**config.mk**
```make
export PLATFORM = sky130hd
export DESIGN_NAME = regfile_scoreboard_flat
export DESIGN_NICKNAME = d
export VERILOG_FILES = /design/src/rtl/regfile_scoreboard_if.sv /design/src/rtl/regfile_scoreboard.sv /design/src/flat_wrapper.sv
export SDC_FILE = /design/constraint.sdc
export NUM_CORES = 2
export LEC_CHECK = 0
export CELL_PAD_IN_SITES_DETAIL_PLACEMENT = 2
export CELL_PAD_IN_SITES_GLOBAL_PLACEMENT = 2
export CORE_ASPECT_RATIO = 1.2
export CORE_MARGIN = 2
export CORE_UTILIZATION = 43
export DETAILED_ROUTE_END_ITERATION = 8
export GPL_TIMING_DRIVEN = 1
export PLACE_DENSITY_LB_ADDON = 0.1
export SYNTH_ARGS = -nofsm -noshare
export SYNTH_HDL_FRONTEND = slang
export SYNTH_SLANG_ARGS = --single-unit
```
**constraint.sdc**
```tcl
create_clock -name clk -period 11.7 [get_ports clk]
set_clock_uncertainty 0.15 [all_clocks]
set_input_delay 1.755 -clock clk [delete_from_list [all_inputs] [get_ports clk]]
set_output_delay 1.755 -clock clk [all_outputs]
set_load 0.1 [all_outputs]
```
**src/rtl/regfile_scoreboard_if.sv**
```systemverilog
// Decode/writeback/squash bundle of the register-file scoreboard.
// The slave side is the register file; the master side is the pipeline driving it.
interface regfile_scoreboard_if #(
    parameter int DBITS        = 32,
    parameter int REGNOBITS    = 5,
    parameter int NUM_RD_PORTS = 2,
    parameter int NUM_SQ       = 2
);
    logic                              issue_valid;
    logic [NUM_RD_PORTS*REGNOBITS-1:0] issue_rs_no;
    logic [NUM_RD_PORTS-1:0]           issue_rs_used;
    logic                              issue_wr;
    logic [REGNOBITS-1:0]              issue_rd;
    logic                              stall;
    logic [NUM_RD_PORTS*DBITS-1:0]     rs_val;
    logic                              wb_valid;
    logic [REGNOBITS-1:0]              wb_regno;
    logic [DBITS-1:0]                  wb_data;
    logic [NUM_SQ-1:0]                 squash_valid;
    logic [NUM_SQ*REGNOBITS-1:0]       squash_regno;
    logic                              pending_any;
    logic                              err;

    modport master (
        output issue_valid, issue_rs_no, issue_rs_used, issue_wr, issue_rd,
        output wb_valid, wb_regno, wb_data, squash_valid, squash_regno,
        input  stall, rs_val, pending_any, err
    );

    modport slave (
        input  issue_valid, issue_rs_no, issue_rs_used, issue_wr, issue_rd,
        input  wb_valid, wb_regno, wb_data, squash_valid, squash_regno,
        output stall, rs_val, pending_any, err
    );
endinterface

```
**src/rtl/regfile_scoreboard.sv**
```systemverilog
// Architectural register file with exact per-register pending-write counters,
// same-cycle writeback bypass on every read port, and squash ports.
module regfile_scoreboard #(
    parameter int DBITS        = 32,
    parameter int REGWORDS     = 32,
    parameter int REGNOBITS    = 5,
    parameter int NUM_RD_PORTS = 2,
    parameter int MAX_INFLIGHT = 3,
    parameter int NUM_SQ       = 2
) (
    input logic                 clk,
    input logic                 reset,
    regfile_scoreboard_if.slave bus
);
    localparam int CW = $clog2(MAX_INFLIGHT + 1);
    localparam logic [CW-1:0] CNT_MAX = CW'(MAX_INFLIGHT);

    logic [DBITS-1:0]              regs_q [REGWORDS];
    logic [DBITS-1:0]              regs_d [REGWORDS];
    logic [CW-1:0]                 cnt_q  [REGWORDS];
    logic [CW-1:0]                 cnt_d  [REGWORDS];
    logic                          err_q;
    logic                          err_d;
    logic                          stall_c;
    logic                          accept;
    logic                          pending_c;
    logic [NUM_RD_PORTS*DBITS-1:0] rs_val_c;

    // A source held only by the write retiring this cycle is ready via the bypass.
    always_comb begin
        rs_val_c = '0;
        stall_c  = 1'b0;
        for (int i = 0; i < NUM_RD_PORTS; i++) begin
            automatic logic [REGNOBITS-1:0] rs = bus.issue_rs_no[i*REGNOBITS +: REGNOBITS];
            automatic logic wb_hit = bus.wb_valid && (bus.wb_regno == rs);
            if (rs != '0) begin
                rs_val_c[i*DBITS +: DBITS] = wb_hit ? bus.wb_data : regs_q[rs];
            end
            if (bus.issue_rs_used[i] && (rs != '0) && (cnt_q[rs] != '0) &&
                !((cnt_q[rs] == CW'(1)) && wb_hit)) begin
                stall_c = 1'b1;
            end
        end
        if (bus.issue_wr && (bus.issue_rd != '0) && (cnt_q[bus.issue_rd] == CNT_MAX)) begin
            stall_c = 1'b1;
        end
        stall_c = stall_c && bus.issue_valid;
    end

    assign accept = bus.issue_valid && !stall_c;

    always_comb begin
        regs_d = regs_q;
        cnt_d  = cnt_q;
        err_d  = err_q;
        if (bus.wb_valid && (bus.wb_regno != '0)) begin
            regs_d[bus.wb_regno] = bus.wb_data;
        end
        for (int r = 1; r < REGWORDS; r++) begin
            automatic int up    = 0;
            automatic int down  = 0;
            automatic int total = 0;
            if (accept && bus.issue_wr && (bus.issue_rd == REGNOBITS'(r))) up = 1;
            if (bus.wb_valid && (bus.wb_regno == REGNOBITS'(r))) down = 1;
            for (int j = 0; j < NUM_SQ; j++) begin
                if (bus.squash_valid[j] &&
                    (bus.squash_regno[j*REGNOBITS +: REGNOBITS] == REGNOBITS'(r))) begin
                    down = down + 1;
                end
            end
            total = int'(cnt_q[r]) + up - down;
            // Underflow clamps to zero, overflow saturates; both are sticky errors.
            if (total < 0) begin
                cnt_d[r] = '0;
                err_d    = 1'b1;
            end else if (total > MAX_INFLIGHT) begin
                cnt_d[r] = CNT_MAX;
                err_d    = 1'b1;
            end else begin
                cnt_d[r] = CW'(total);
            end
        end
    end

    always_comb begin
        pending_c = 1'b0;
        for (int r = 0; r < REGWORDS; r++) begin
            if (cnt_q[r] != '0) pending_c = 1'b1;
        end
    end

    always_ff @(posedge clk) begin
        if (reset) begin
            for (int r = 0; r < REGWORDS; r++) begin
                regs_q[r] <= '0;
                cnt_q[r]  <= '0;
            end
            err_q <= 1'b0;
        end else begin
            regs_q <= regs_d;
            cnt_q  <= cnt_d;
            err_q  <= err_d;
        end
    end

    assign bus.stall       = stall_c;
    assign bus.rs_val      = rs_val_c;
    assign bus.pending_any = pending_c;
    assign bus.err         = err_q;
endmodule
```
**src/flat_wrapper.sv**
```systemverilog
// flat-port wrapper written by rule: the top's interface ports become plain ports
module regfile_scoreboard_flat 
#(
    parameter int DBITS        = 32,
    parameter int REGWORDS     = 32,
    parameter int REGNOBITS    = 5,
    parameter int NUM_RD_PORTS = 2,
    parameter int MAX_INFLIGHT = 3,
    parameter int NUM_SQ       = 2
)
  (clk, reset, bus_issue_valid, bus_issue_rs_no, bus_issue_rs_used, bus_issue_wr, bus_issue_rd, bus_wb_valid, bus_wb_regno, bus_wb_data, bus_squash_valid, bus_squash_regno, bus_stall, bus_rs_val, bus_pending_any, bus_err);
  regfile_scoreboard_if #(.DBITS(DBITS), .REGNOBITS(REGNOBITS), .NUM_RD_PORTS(NUM_RD_PORTS), .NUM_SQ(NUM_SQ)) bus_i ();
  input logic clk;
  input logic reset;
  input wire logic [$bits(bus_i.issue_valid)-1:0] bus_issue_valid;
  input wire logic [$bits(bus_i.issue_rs_no)-1:0] bus_issue_rs_no;
  input wire logic [$bits(bus_i.issue_rs_used)-1:0] bus_issue_rs_used;
  input wire logic [$bits(bus_i.issue_wr)-1:0] bus_issue_wr;
  input wire logic [$bits(bus_i.issue_rd)-1:0] bus_issue_rd;
  input wire logic [$bits(bus_i.wb_valid)-1:0] bus_wb_valid;
  input wire logic [$bits(bus_i.wb_regno)-1:0] bus_wb_regno;
  input wire logic [$bits(bus_i.wb_data)-1:0] bus_wb_data;
  input wire logic [$bits(bus_i.squash_valid)-1:0] bus_squash_valid;
  input wire logic [$bits(bus_i.squash_regno)-1:0] bus_squash_regno;
  output wire logic [$bits(bus_i.stall)-1:0] bus_stall;
  output wire logic [$bits(bus_i.rs_val)-1:0] bus_rs_val;
  output wire logic [$bits(bus_i.pending_any)-1:0] bus_pending_any;
  output wire logic [$bits(bus_i.err)-1:0] bus_err;
  assign bus_i.issue_valid = bus_issue_valid;
  assign bus_i.issue_rs_no = bus_issue_rs_no;
  assign bus_i.issue_rs_used = bus_issue_rs_used;
  assign bus_i.issue_wr = bus_issue_wr;
  assign bus_i.issue_rd = bus_issue_rd;
  assign bus_i.wb_valid = bus_wb_valid;
  assign bus_i.wb_regno = bus_wb_regno;
  assign bus_i.wb_data = bus_wb_data;
  assign bus_i.squash_valid = bus_squash_valid;
  assign bus_i.squash_regno = bus_squash_regno;
  assign bus_stall = bus_i.stall;
  assign bus_rs_val = bus_i.rs_val;
  assign bus_pending_any = bus_i.pending_any;
  assign bus_err = bus_i.err;
  regfile_scoreboard #(.DBITS(DBITS), .REGWORDS(REGWORDS), .REGNOBITS(REGNOBITS), .NUM_RD_PORTS(NUM_RD_PORTS), .MAX_INFLIGHT(MAX_INFLIGHT), .NUM_SQ(NUM_SQ)) u_core (.clk(clk), .reset(reset), .bus(bus_i));
endmodule
```
==> key figures <==
Routing
  – DR iter-0 viols: a little over 6k
  – Overall routed net length: 311 mm
  – Via/cell ratio: ~6.6
  – Vias: 58.8k
  – Residual DRC: 0
  – First drt pass iteration count: 5
  – Antenna Nets Post-Route: 0
  – Routed wire per std cell: 35.1 um

Run status
  – Outcome: finished clean

CTS
  – # Post-CTS Setup Buffers: 0
  – Clk Latency, worst-skew pair: 0.80 ns
  – Clock root cell: clkbuf_16
  – Num CTS Buffers: approximately 120
  – CTS max path bufs: 3
  – CTS clk-pin slew, worst paths: 0.07 ns
  – CTS tree: yes
  – H-Tree Depth: 3
  – CTS sink cnt: roughly 1.1k
  – Cts hold-fix bufs: 0
  – Post_cts resized: 0

Worst hold path
  – Hold Startpoint: u_core.regs_q[679]
  – End of the worst hold path: u_core.regs_q[679]
  – Hold Path Stages: 2
  – Worst min-delay path class: flip-flop to flip-flop

Die
  – Initial core utilization: ~43%
  – Cell Rows: 153
  – Die width: roughly 350 um
  – Top-Level Pins: roughly 140
  – Die area: between 100000 and 150000 um2
  – Die span in y: 422 um
  – Core Footprint: ~140000 um2

GRT
  – Largest net degree at the start of global routing: between 150 and 200
  – Initial antenna violation count: 10
  – Tot GR Track Use: approximately 41%
  – Vias in the first global route: approximately 64k
  – First-pass GRT wire length: 445 mm
  – Global route total overflow: 0

Pwr
  – Psw: 2610 uW
  – Max rail drop VDD: between 0.15 and 0.2 mV
  – Internal: between 6000 and 7000 uW
  – Clock power frac: 46.3%
  – Pleak: between 0.02 and 0.025 uW
  – Sw Share: around 28%
  – Gate power share: 11.8%
  – Pwr dens: 133 nW/um2
  – Reg power frac: a little over two fifths
  – Pwr Total: just over 9000 uW

STA
  – Tmin final: around 8.8 ns
  – Slew headroom: approximately a quarter
  – Period utilisation layout: ~75%
  – Fin. Hold Viols: 0
  – Final setup TNS: 0 ns
  – Max Fclk: roughly 110 MHz
  – Max-slew violation count: 0
  – Final setup violation count: 0
  – Post-route setup slack: just under 3 ns
  – Unrepaired setup endpoints after global routing: no
  – Measured slew at the worst slew-check pin: between 1 and 1.5 ns

Critical path
  – Worst setup EP type: output port
  – Worst Path Required: just under 10 ns
  – Critical path fanouts, max: 71
  – Internal reg-to-reg setup slack: approximately 5.6 ns
  – CP cell instances: buf_8 > buf_4 > buf_4 > mux4_2 > nor2_1 > or3_1 > a221oi_1 > a21oi_1 > nor2_1 > clkdlybuf4s50_1
  – R2R depth: 19
  – RR Startpoint: u_core.cnt_q[21]
  – Crit path launch type: input port
  – Worst stage delay on the critical path: 1.24 ns
  – CP max stage cell: clkdlybuf4s50_1
  – Critical Path AT: slightly below 7 ns
  – RR Endpoint: u_core.bus.err
  – CP Class: input port to output port

Yosys
  – Yosys reg bits: 1087
  – Post-Syn Area: around 63000 um2
  – Asr flop ratio synth: 0%
  – Cells after Synth: roughly 7.1k
  – Avg Cell Area, Syn: slightly below 9 um2
  – Synth top cells by count: 2147 x nand2_1, 1087 x dfxtp_1, 1051 x a21oi_1
  – Sequential area share after synthesis: 34.7%
  – Cell taking the most area after synthesis: dfxtp_1
  – Post-synth cell types: 66
  – Most frequent cell after synthesis: nand2_1
  – Synth Warn #: 0
  – Syn_nets: between 7k and 8k
  – Share of the synthesized area in the top cell type: 34.7%
  – Post-synth EDFFs: 0
  – Ranking of synthesized cells by area: dfxtp_1 35%, mux4_2 21%, nand2_1 13%
  – Main flop type after synthesis: dfxtp_1

Layout
  – Final net count: around 7.2k
  – Layout Area Growth over Synthesis: 10.3%
  – Final instance area: approximately 69000 um2
  – Share of layout cells above drive strength 1: about 15%

Place
  – RePlAce Congestion: 0.996
  – Area after DPL: around 65000 um2
  – Place WS: between 2 and 3 ns
  – Buffers on Ports: around 140
  – Detail Placement HPWL: roughly 180 mm

Job
  – Max-cap violation count: 0
## kinds of logic (layout without fill, tap and decap cells)
kind of cell | count (synthesis) | after routing | synth area share, %
fa+ha+maj | 279 | 279 | 6.32
mux | 744 | 744 | 23.4
simple gates | 2645 | 2645 | 16.9
compound gates | 1322 | 1322 | 11.6
other cells | 0 | 6 | 0
xor+xnor | 41 | 41 | 0.573
buf+inv | 964 | 799 | 6.54
flops | 1087 | 1087 | 34.7
## cells in the final DEF (no fill, tap or decap), types with 15 or more instances in the layout
master,Yosys,final
inv_2,0,32
mux4_2,574,574
clkdlybuf4s50_1,0,122
or3_1,34,33
o22ai_1,39,39
nor4_1,24,24
a21oi_1,1051,1051
bufinv_16,0,15
o221ai_1,19,19
nor3_1,95,94
inv_1,300,266
clkbuf_8,0,35
ha_1,217,217
a221oi_1,27,27
dfxtp_1,1087,1087
a211oi_1,90,90
nor2_1,230,229
xor2_1,18,18
mux2i_1,159,159
o21ai_0,30,30
nor2b_1,46,44
nand2_2,0,28
o31a_1,18,18
clkbuf_1,401,19
nand2_1,2147,2116
buf_4,38,134
fa_1,62,62
clkinv_2,0,23
clkbuf_16,0,123
xnor2_1,23,23
## power groups by stage
stage / clock network [uW] / logic, uW / registers, uW
CTS: 4250 / 1070 / 3830
floorplan: 0 / 696 / 3870
global route: 4420 / 1130 / 3830
finish: 4240 / 1080 / 3840
detailed placement: 0 / 1060 / 3910
global placement: 0 / 1030 / 3910
## metal layers
metal  vias to the layer above  wire [um]  track usage, %
met3                       995      26200            8.25
met1                     30927     116000            49.5
met5                         -         48               0
met4                         6      23400            27.4
met2                      3007     145000            66.5
li1                      23865          -               -
## cell type report
cell class	count	area [um2]
Multi-Input combinational cell	5031	36900
Timing Repair Buffer	275	2510
Sequential cell	1087	21800
Inverter	300	1130
Clock inverter	47	682
Antenna cell	6	15.0
Fill cell	15522	75600
Tap cell	1937	2420
Clock buffer	177	3630
## flip-flops by register name, summed over array words and instances, names as in the netlist
name and cells:
u_core.cnt_q 62, u_core.bus.err 1, u_core.regs_q 1024
## per-stage QoR
step / hold WS, ns / util [%] / instances
2_1_floorplan: 0.293 / - / 7082
3_3_place_gp: 0.298 / 44.8 / 8630
3_5_place_dp: 0.311 / 44.8 / 8630
4_1_cts: 0.319 / 47.7 / 8854
5_1_grt: 0.337 / 47.7 / 8856
6_report: 0.319 / 47.7 / 8860
## worst max-delay path: cells and delay by family
| family | cells | cell delay [ns] |
|---|---|---|
| AOI/OAI and AO/OA | 2 | 0.57 |
| muxes | 1 | 0.33 |
| buffers and inverters | 4 | 3.27 |
| and+or+nand+nor | 3 | 0.82 |
## worst max path at each step
stage,startpoint,to,slack (ns),depth (start not counted)
after floorplan,bus_issue_rs_no[3],bus_rs_val[12],4.36,9
after global placement,bus_issue_rs_no[1],bus_rs_val[30],2.98,10
after detailed placement,bus_issue_rs_no[1],u_core.bus.err,2.94,21
after CTS,bus_issue_rs_no[1],bus_rs_val[30],3.01,10
after global routing,bus_issue_rs_no[1],bus_rs_val[30],2.83,10
final,bus_issue_rs_no[1],bus_rs_val[30],2.91,10
Note: power is estimated with default switching activity, not from simulation.
